===== src/rtl/dev_bus_arbiter.sv =====
// Two-master (CPU=m0, DMA=m1) round-robin arbiter and address decoder for a
// seven-target device bus.
// Latency: grant at the req edge; ack two cycles later (ready at once) or one cycle later on decode fault.
// Backpressure: masters hold req until ack; the target stalls via dev_ready, bounded by TIMEOUT cycles.
module dev_bus_arbiter #(
    parameter int TIMEOUT = 15
) (
    input  logic        clk,
    input  logic        reset,
    input  logic        m0_req,
    input  logic [31:0] m0_addr,
    input  logic        m0_we,
    input  logic [1:0]  m0_size,
    input  logic [31:0] m0_wdata,
    output logic        m0_ack,
    output logic        m0_err,
    output logic [31:0] m0_rdata,
    input  logic        m1_req,
    input  logic [31:0] m1_addr,
    input  logic        m1_we,
    input  logic [1:0]  m1_size,
    input  logic [31:0] m1_wdata,
    output logic        m1_ack,
    output logic        m1_err,
    output logic [31:0] m1_rdata,
    output logic [6:0]  dev_sel,
    output logic [31:0] dev_addr,
    output logic        dev_we,
    output logic [1:0]  dev_size,
    output logic [31:0] dev_wdata,
    input  logic [31:0] dev_rdata,
    input  logic        dev_ready
);

    typedef enum logic [1:0] {S_IDLE, S_ACCESS, S_RESP, S_FAULT} state_t;

    // Counter only needs to reach TIMEOUT-1: the TIMEOUT-th cycle is the compare cycle.
    localparam int CW = (TIMEOUT < 2) ? 1 : $clog2(TIMEOUT);

    state_t            state_q;
    logic              last_grant_q;
    logic              gnt_q;
    logic [CW-1:0]     cnt_q;
    logic [6:0]        dev_sel_q;
    logic [31:0]       dev_addr_q;
    logic              dev_we_q;
    logic [1:0]        dev_size_q;
    logic [31:0]       dev_wdata_q;
    logic [1:0]        ack_q;
    logic [1:0]        err_q;
    logic [1:0][31:0]  rdata_q;

    logic              gnt_vld_d;
    logic              gnt_sel_d;
    logic [31:0]       req_addr_d;
    logic              req_we_d;
    logic [1:0]        req_size_d;
    logic [31:0]       req_wdata_d;
    logic [6:0]        sel_oh_d;
    logic              fault_d;

    // Round-robin pick: a tie goes to the master that was not granted last.
    always_comb begin
        gnt_vld_d   = m0_req | m1_req;
        gnt_sel_d   = (m0_req & m1_req) ? ~last_grant_q : m1_req;
        req_addr_d  = gnt_sel_d ? m1_addr  : m0_addr;
        req_we_d    = gnt_sel_d ? m1_we    : m0_we;
        req_size_d  = gnt_sel_d ? m1_size  : m0_size;
        req_wdata_d = gnt_sel_d ? m1_wdata : m0_wdata;
    end

    // Address decode of the winning request plus every fault it can raise at grant.
    always_comb begin
        sel_oh_d = 7'h00;
        if (req_addr_d <= 32'h0000_2FFF)
            sel_oh_d = 7'h01;
        else if (req_addr_d >= 32'h0000_7F00 && req_addr_d <= 32'h0000_7F0B)
            sel_oh_d = 7'h02;
        else if (req_addr_d >= 32'h0000_7F10 && req_addr_d <= 32'h0000_7F2B)
            sel_oh_d = 7'h04;
        else if (req_addr_d >= 32'h0000_7F2C && req_addr_d <= 32'h0000_7F33)
            sel_oh_d = 7'h08;
        else if (req_addr_d >= 32'h0000_7F34 && req_addr_d <= 32'h0000_7F37)
            sel_oh_d = 7'h10;
        else if (req_addr_d >= 32'h0000_7F38 && req_addr_d <= 32'h0000_7F3F)
            sel_oh_d = 7'h20;
        else if (req_addr_d >= 32'h0000_7F40 && req_addr_d <= 32'h0000_7F43)
            sel_oh_d = 7'h40;

        fault_d = (sel_oh_d == 7'h00)
                | (req_size_d == 2'b11)
                | (req_size_d == 2'b10 && req_addr_d[1:0] != 2'b00)
                | (req_size_d == 2'b01 && req_addr_d[0])
                | (sel_oh_d[1] && req_size_d != 2'b10)
                | (req_we_d && (req_addr_d == 32'h0000_7F08 || req_addr_d == 32'h0000_7F18));
    end

    // Bus FSM with all outputs registered; ack/err default low so they pulse for one cycle.
    always_ff @(posedge clk or negedge reset) begin
        if (!reset) begin
            state_q      <= S_IDLE;
            last_grant_q <= 1'b1;
            gnt_q        <= 1'b0;
            cnt_q        <= '0;
            dev_sel_q    <= 7'h00;
            dev_addr_q   <= 32'h0;
            dev_we_q     <= 1'b0;
            dev_size_q   <= 2'b00;
            dev_wdata_q  <= 32'h0;
            ack_q        <= 2'b00;
            err_q        <= 2'b00;
            rdata_q      <= '0;
        end else begin
            ack_q <= 2'b00;
            err_q <= 2'b00;
            case (state_q)
                S_IDLE: begin
                    if (gnt_vld_d) begin
                        gnt_q        <= gnt_sel_d;
                        last_grant_q <= gnt_sel_d;
                        dev_addr_q   <= req_addr_d;
                        dev_we_q     <= req_we_d;
                        dev_size_q   <= req_size_d;
                        dev_wdata_q  <= req_wdata_d;
                        cnt_q        <= '0;
                        if (fault_d) begin
                            state_q            <= S_FAULT;
                            ack_q[gnt_sel_d]   <= 1'b1;
                            err_q[gnt_sel_d]   <= 1'b1;
                            rdata_q[gnt_sel_d] <= 32'h0;
                        end else begin
                            state_q   <= S_ACCESS;
                            dev_sel_q <= sel_oh_d;
                        end
                    end
                end
                S_ACCESS: begin
                    if (dev_ready) begin
                        state_q        <= S_RESP;
                        dev_sel_q      <= 7'h00;
                        ack_q[gnt_q]   <= 1'b1;
                        rdata_q[gnt_q] <= dev_we_q ? 32'h0 : dev_rdata;
                    end else if (cnt_q == CW'(TIMEOUT - 1)) begin
                        state_q        <= S_FAULT;
                        dev_sel_q      <= 7'h00;
                        ack_q[gnt_q]   <= 1'b1;
                        err_q[gnt_q]   <= 1'b1;
                        rdata_q[gnt_q] <= 32'h0;
                    end else begin
                        cnt_q <= cnt_q + CW'(1);
                    end
                end
                S_RESP:  state_q <= S_IDLE;
                S_FAULT: state_q <= S_IDLE;
                default: state_q <= S_IDLE;
            endcase
        end
    end

    assign m0_ack    = ack_q[0];
    assign m1_ack    = ack_q[1];
    assign m0_err    = err_q[0];
    assign m1_err    = err_q[1];
    assign m0_rdata  = rdata_q[0];
    assign m1_rdata  = rdata_q[1];
    assign dev_sel   = dev_sel_q;
    assign dev_addr  = dev_addr_q;
    assign dev_we    = dev_we_q;
    assign dev_size  = dev_size_q;
    assign dev_wdata = dev_wdata_q;

endmodule


===== config.mk =====
export PLATFORM = sky130hd
export DESIGN_NAME = dev_bus_arbiter
export DESIGN_NICKNAME = d
export VERILOG_FILES = /design/src/rtl/dev_bus_arbiter.sv
export SDC_FILE = /design/constraint.sdc
export NUM_CORES = 1
export LEC_CHECK = 0
export ABC_CLOCK_PERIOD_IN_PS = 7500
export BUFFER_PORTS_ARGS = -buffer_cell sky130_fd_sc_hd__buf_4
export CAP_MARGIN = 20
export CELL_PAD_IN_SITES_DETAIL_PLACEMENT = 1
export CELL_PAD_IN_SITES_GLOBAL_PLACEMENT = 1
export CORE_MARGIN = 5
export CORE_UTILIZATION = 36
export CTS_CLUSTER_SIZE = 20
export DETAILED_ROUTE_END_ITERATION = 8
export PLACE_DENSITY_LB_ADDON = 0.1
export SETUP_SLACK_MARGIN = 0.15
export SLEW_MARGIN = 20
export SYNTH_ARGS = -nofsm -noshare
export SYNTH_HDL_FRONTEND = slang
export SYNTH_SLANG_ARGS = --single-unit
export TNS_END_PERCENT = 1

===== constraint.sdc =====
create_clock -name clk -period 7.5 [get_ports clk]
set_input_delay 1.5 -clock clk [delete_from_list [all_inputs] [get_ports clk]]
set_output_delay 1.5 -clock clk [all_outputs]
set_load 0.02 [all_outputs]

==> flow_summary.json, run 1 <==
{
  "outcome": "completed",
  "cp_max_fo": 36,
  "totalWireLength_mm": 24.71,
  "finalCritPeriodShare": 0.5484,
  "synth-async-reset-ratio": 1.000,
  "switchingPower_mw": 1.673,
  "io_pins": 313,
  "io_buffers": 312,
  "synth_seq_area_share": 0.5504,
  "internal_power_mw": 2.302,
  "die_y_um": 147.7,
  "clock_sinks": 150,
  "slew_viol_final": 0,
  "grt.total_usage": 0.2231,
  "die_w_um": 147.7,
  "period_needed_ns": 4.113,
  "finalHoldViolCount": 0,
  "rows": 50,
  "skew_ns": 0.01288,
  "seq_power_share": 0.337,
  "first_pass_iters": 4,
  "ys.flop_type": "dfrtp_1",
  "synth_nets": 852,
  "cts_tree": "yes",
  "min_path_type": "reg -> reg",
  "ys_ff_latch": 150,
  "antenna_left": 0,
  "dp_cells": 1187,
  "endpoint": "dev_sel[2]$_DFFE_PN0P_",
  "nFillCells": 2128,
  "core_um2": 18710,
  "clock.fmax_mhz": 243.1,
  "dr.first_iter.drc_count": 286,
  "place.gp.congestion": 0.8820,
  "reg2reg_to": "dev_sel[2]$_DFFE_PN0P_",
  "antenna_cells": 0,
  "final_cell_mix": "buf_4, nand2_1, dfrtp_1",
  "htreeDepth": 4,
  "place_ws_ns": 2.912,
  "reg2regPathDepth": 9,
  "antenna_found_initial": 0,
  "synthCells": 679,
  "slew-limit-headroom": 0.2800,
  "netlist_area_um2": 6822,
  "r2r-start": "last_grant_q$_DFFE_PN1P_",
  "rsz0062_at_grt": "no",
  "grt_pass1_vias": 7244,
  "final_util": 0.5309,
  "final_cells": 1219,
  "synth_edf_count": 0,
  "vias": 6662,
  "post-cts-setup-buffers": 0,
  "grt_overflow": 0,
  "combinationalPowerShare": 0.457,
  "clk_pin_slew_ns": 0.06,
  "die-area_um2": 21800,
  "final_common_cell": "buf_4",
  "grt_pass1_wl_mm": 39.05,
  "cts_hold_buf": 0,
  "drc_errors": 0,
  "startpoint_type": "input port",
  "nets": 1145,
  "syn_to_final_growth_pct": 45.58,
  "synth_area_per_cell_um2": 10.05,
  "hpwl_mm": 18.32,
  "cts.path.max_buffers": 2,
  "maxCapViolations": 0,
  "irDropWorstVdd_uv": 251.2,
  "wl_per_cell_um": 20.27,
  "yosys_warnings": 0,
  "p_leak_nw": 4.829,
  "tns_ns": 0,
  "p_clk_frac": 0.205,
  "hold_slack_ns": 0.4664,
  "cts-root-buf": "clkbuf_16",
  "drive_gt1_frac": 0.3848,
  "worstSetupStartpoint": "m1_req",
  "regToRegSetupSlack_ns": 4.09,
  "crit_path_end_kind": "flip-flop",
  "grt_max_degree": 84,
  "start_util": 0.3647,
  "detail_route.vias_per_cell": 5.465,
  "tightest_slew_ns": 1.080,
  "clk_latency_ns": 0.42,
  "setup_viol": 0,
  "synth_cell_types": 57,
  "path_class": "in -> reg",
  "worst_ep_arrival_time_ns": 4.41,
  "cts_resized": 0,
  "powerDensity_nw_per_um2": 400.3,
  "setup_slack_ns": 3.387,
  "p_sw_frac": 0.4210,
  "numCtsBuffers": 17,
  "worstPathRequired_ns": 7.80
}
## routing by layer
layer | up-vias | global-route usage | wire length [um]
met1 | 3307 | 0.2727 | 9919
met4 | 0 | 0.09506 | 872
met3 | 55 | 0.05242 | 1558
met5 | - | 0 | 0
met2 | 245 | 0.3785 | 12350
li1 | 3055 | - | -
## flip-flops by register name, summed over array words and instances, names as in the netlist
register / cells
ack_q: 2
cnt_q: 4
dev_addr: 32
dev_sel: 7
dev_size: 2
dev_wdata: 32
dev_we: 1
err_q: 2
gnt_q: 1
last_grant_q: 1
m0_rdata: 32
m1_rdata: 32
state_q: 2
## synth_stat cells (all sizes together) (7+ instances only)
cell     number  area share
nand2       169       0.093
dfrtp       149        0.55
nor2         51       0.028
a31oi        37       0.036
a32o         34       0.050
clkbuf       34       0.019
a22oi        33       0.036
o2bb2ai      32       0.041
o21ai        15       0.013
buf          14       0.011
nor4         13       0.012
inv           8      0.0044
a21oi         7      0.0057
mux2          7       0.015
nand3         7      0.0051
## cells by family (layout without fill, tap and decap cells)
group | Yosys count | count (layout) | synth area share
AO/OA/AOI/OAI | 181 | 181 | 0.2120
buffers and inverters | 56 | 362 | 0.03430
adder cells (fa/ha/maj) | 2 | 2 | 0.003668
multiplexers | 10 | 10 | 0.01926
XOR/XNOR | 2 | 2 | 0.002568
flip-flops | 150 | 150 | 0.5504
AND/OR/NAND/NOR | 278 | 278 | 0.1777
## power groups by stage
stage	clock network, mW	logic, mW	registers, mW
6_report	0.817	1.82	1.34
5_1_grt	0.879	1.96	1.38
3_5_place_dp	0	1.84	1.35
2_1_floorplan	0	0.641	1.68
3_3_place_gp	0	1.79	1.33
4_1_cts	0.841	1.84	1.34
## critical path, stage by stage
cell	delay (ns)
buf_4	0.13
a21bo_1	0.60
buf_4	0.47
mux2i_1	0.29
o21ai_0	0.12
a211oi_1	0.27
a21oi_1	0.12
o21ai_4	0.15
o21a_1	0.41
mux2_4	0.34
## through the flow
step           power, mW  instance area (um2)
2_1_floorplan      2.326                 6822
3_3_place_gp       3.121                 9360
3_5_place_dp       3.196                 9361
4_1_cts            4.030                 9927
5_1_grt            4.222                 9931
6_report           3.975                 9931
## worst min-delay path by stage
stage	startpoint	end	slack [ns]	cells after the start
floorplan	cnt_q[1]$_DFFE_PN0P_	cnt_q[1]$_DFFE_PN0P_	0.50	2
global placement	dev_wdata[29]$_DFFE_PN0P_	dev_wdata[29]$_DFFE_PN0P_	0.45	2
detailed placement	dev_wdata[2]$_DFFE_PN0P_	dev_wdata[2]$_DFFE_PN0P_	0.46	2
CTS	dev_wdata[2]$_DFFE_PN0P_	dev_wdata[2]$_DFFE_PN0P_	0.47	2
global route	dev_wdata[25]$_DFFE_PN0P_	dev_wdata[25]$_DFFE_PN0P_	0.50	2
finish	dev_wdata[2]$_DFFE_PN0P_	dev_wdata[2]$_DFFE_PN0P_	0.47	2
## area by class of cell
| cell class | instances | area [um2] | area share |
|---|---|---|---|
| repair buffers | 322 | 2425 | 0.2442 |
| inverters | 8 | 30.03 | 0.003024 |
| clock buffers | 19 | 452.9 | 0.04561 |
| well taps | 234 | 292.8 | 0.02948 |
| multi-input cells | 473 | 2863 | 0.2883 |
| flip-flops and latches | 150 | 3755 | 0.3781 |
| clock inverters | 13 | 112.6 | 0.01134 |
(Power assumes the default switching activity.)
==> run 2: changes to the inputs <==
- ABC_CLOCK_PERIOD_IN_PS: 7500 -> 4000
- CORE_UTILIZATION: 36 -> 34
- clock period: 7.5 -> 4 ns (I/O delays scaled with it)
==> flow_summary.json, run 2 (synthesis gave the netlist of run 1 again) <==
{
  "outcome": "completed",
  "worst_path_max_delay_cell": "dfstp_2",
  "slew_viol_final": 0,
  "die_y_um": 151.6,
  "hpwl_mm": 17.90,
  "internal_power_mw": 4.368,
  "setup_viol": 0,
  "cts_hold_buf": 0,
  "hold_slack_ns": 0.4505,
  "p_leak_nw": 4.871,
  "regArea_um2": 3755,
  "grtUsageMet3": 0.05324,
  "setup_slack_ns": 0.8146,
  "htreeDepth": 4,
  "min_path_type": "in -> async",
  "final_cells": 1254,
  "io_pins": 313,
  "finalCritPeriodShare": 0.7964,
  "detail_route.vias_per_cell": 5.132,
  "grt_pass1_vias": 6865,
  "r2r-start": "last_grant_q$_DFFE_PN1P_",
  "worst_ep_arrival_time_ns": 3.48,
  "regToRegSetupSlack_ns": 0.81,
  "grt_max_degree": 83,
  "vias": 6436,
  "dr.first_iter.drc_count": 223,
  "post-cts-setup-buffers": 0,
  "final_cell_mix": "buf_4, nand2_1, dfrtp_1",
  "dp_cells": 1222,
  "maxCapViolations": 0,
  "cts_tree": "yes",
  "wl_per_cell_um": 19.25,
  "period_needed_ns": 3.185,
  "syn_to_final_growth_pct": 47.03,
  "cts-root-buf": "clkbuf_16",
  "finalHoldViolCount": 0,
  "worstPathRequired_ns": 4.30,
  "skew_ns": 0.01497,
  "place_ws_ns": 0.4232,
  "p_clk_frac": 0.214,
  "multiInputGateArea_um2": 2861,
  "startpoint_type": "flip-flop",
  "place.gp.congestion": 0.8123,
  "clock.fmax_mhz": 313.9,
  "die-area_um2": 23000,
  "rsz0062_at_grt": "no",
  "reg2regPathDepth": 7,
  "start_util": 0.3482,
  "p_sw_frac": 0.4155,
  "antenna_found_initial": 0,
  "rows": 51,
  "drc_errors": 0,
  "irDropWorstVdd_uv": 326.3,
  "combinationalPowerShare": 0.455,
  "cp_max_fo": 14,
  "antenna_cells": 0,
  "use_met1": 0.2564,
  "grt_pass1_wl_mm": 36.76,
  "first_pass_iters": 4,
  "nets": 1149,
  "slew-limit-headroom": 0.2888,
  "totalWireLength_mm": 24.14,
  "grt_overflow": 0,
  "clk_pin_slew_ns": 0.06,
  "io_buffers": 312,
  "final_util": 0.5120,
  "busiest_layer": "met2",
  "die_w_um": 151.6,
  "switchingPower_mw": 3.105,
  "grt.total_usage": 0.2038,
  "antenna_left": 0,
  "cts.path.max_buffers": 2,
  "tns_ns": 0,
  "crit_path_end_kind": "flip-flop",
  "core_um2": 19590,
  "powerDensity_nw_per_um2": 745.2,
  "p_total_mw": 7.474,
  "final_common_cell": "buf_4",
  "placed_area_um2": 9442,
  "nFillCells": 2290,
  "design_area_um2": 10030,
  "tightest_slew_ns": 1.067,
  "globalRouteMet2Util": 0.3464,
  "drive_gt1_frac": 0.3862,
  "path_class": "reg -> reg",
  "cts_resized": 0,
  "reg2reg_to": "dev_sel[6]$_DFFE_PN0P_",
  "seq_power_share": 0.331,
  "numCtsBuffers": 17,
  "cpPeakStageDelay_ns": 0.58,
  "path_cells": "a21bo_1, mux2i_1, o32ai_1, a31oi_4, o21ai_4, o21a_1, mux2_4",
  "clk_latency_ns": 0.42,
  "clock_sinks": 150
}
[run 2: layout make-up]
class                      instances  area share
inverter                           8    0.002994
timing repair buffer             326      0.2456
tap                              265     0.03306
sequential                       150      0.3744
clock buffer                      17     0.04242
multi-input combinational        473      0.2853
clock inverter                    15     0.01622
[run 2: worst max-delay path, delay by kind of cell (launching register included)]
family,cells,cell delay (ns)
flops,1,0.58
compound gates,5,1.94
mux,2,0.55
[run 2: per-layer routing]
metal	part of all wire	vias to the layer above
met5	0	-
met4	0.019	0
met3	0.069	28
met2	0.49	199
met1	0.42	3144
li1	-	3065
[run 2: power by group through the flow]
stage          clock network (mW)  registers, mW  logic (mW)
2_1_floorplan                   0           3.16        1.20
3_3_place_gp                    0           2.48        3.43
3_5_place_dp                    0           2.50        3.47
4_1_cts                      1.64           2.48        3.47
5_1_grt                      1.71           2.56        3.69
6_report                     1.60           2.47        3.40
[run 2: worst max path at each step]
stage / start / end / depth (start not counted) / slack (ns)
2_1_floorplan: m1_addr[3] / dev_sel[1]$_DFFE_PN0P_ / 9 / 1.16
3_3_place_gp: m1_req / dev_sel[5]$_DFFE_PN0P_ / 8 / 0.49
3_5_place_dp: m1_req / dev_sel[5]$_DFFE_PN0P_ / 8 / 0.42
4_1_cts: last_grant_q$_DFFE_PN1P_ / dev_sel[6]$_DFFE_PN0P_ / 9 / 0.82
5_1_grt: last_grant_q$_DFFE_PN1P_ / dev_sel[6]$_DFFE_PN0P_ / 7 / 0.63
6_report: last_grant_q$_DFFE_PN1P_ / dev_sel[6]$_DFFE_PN0P_ / 7 / 0.81
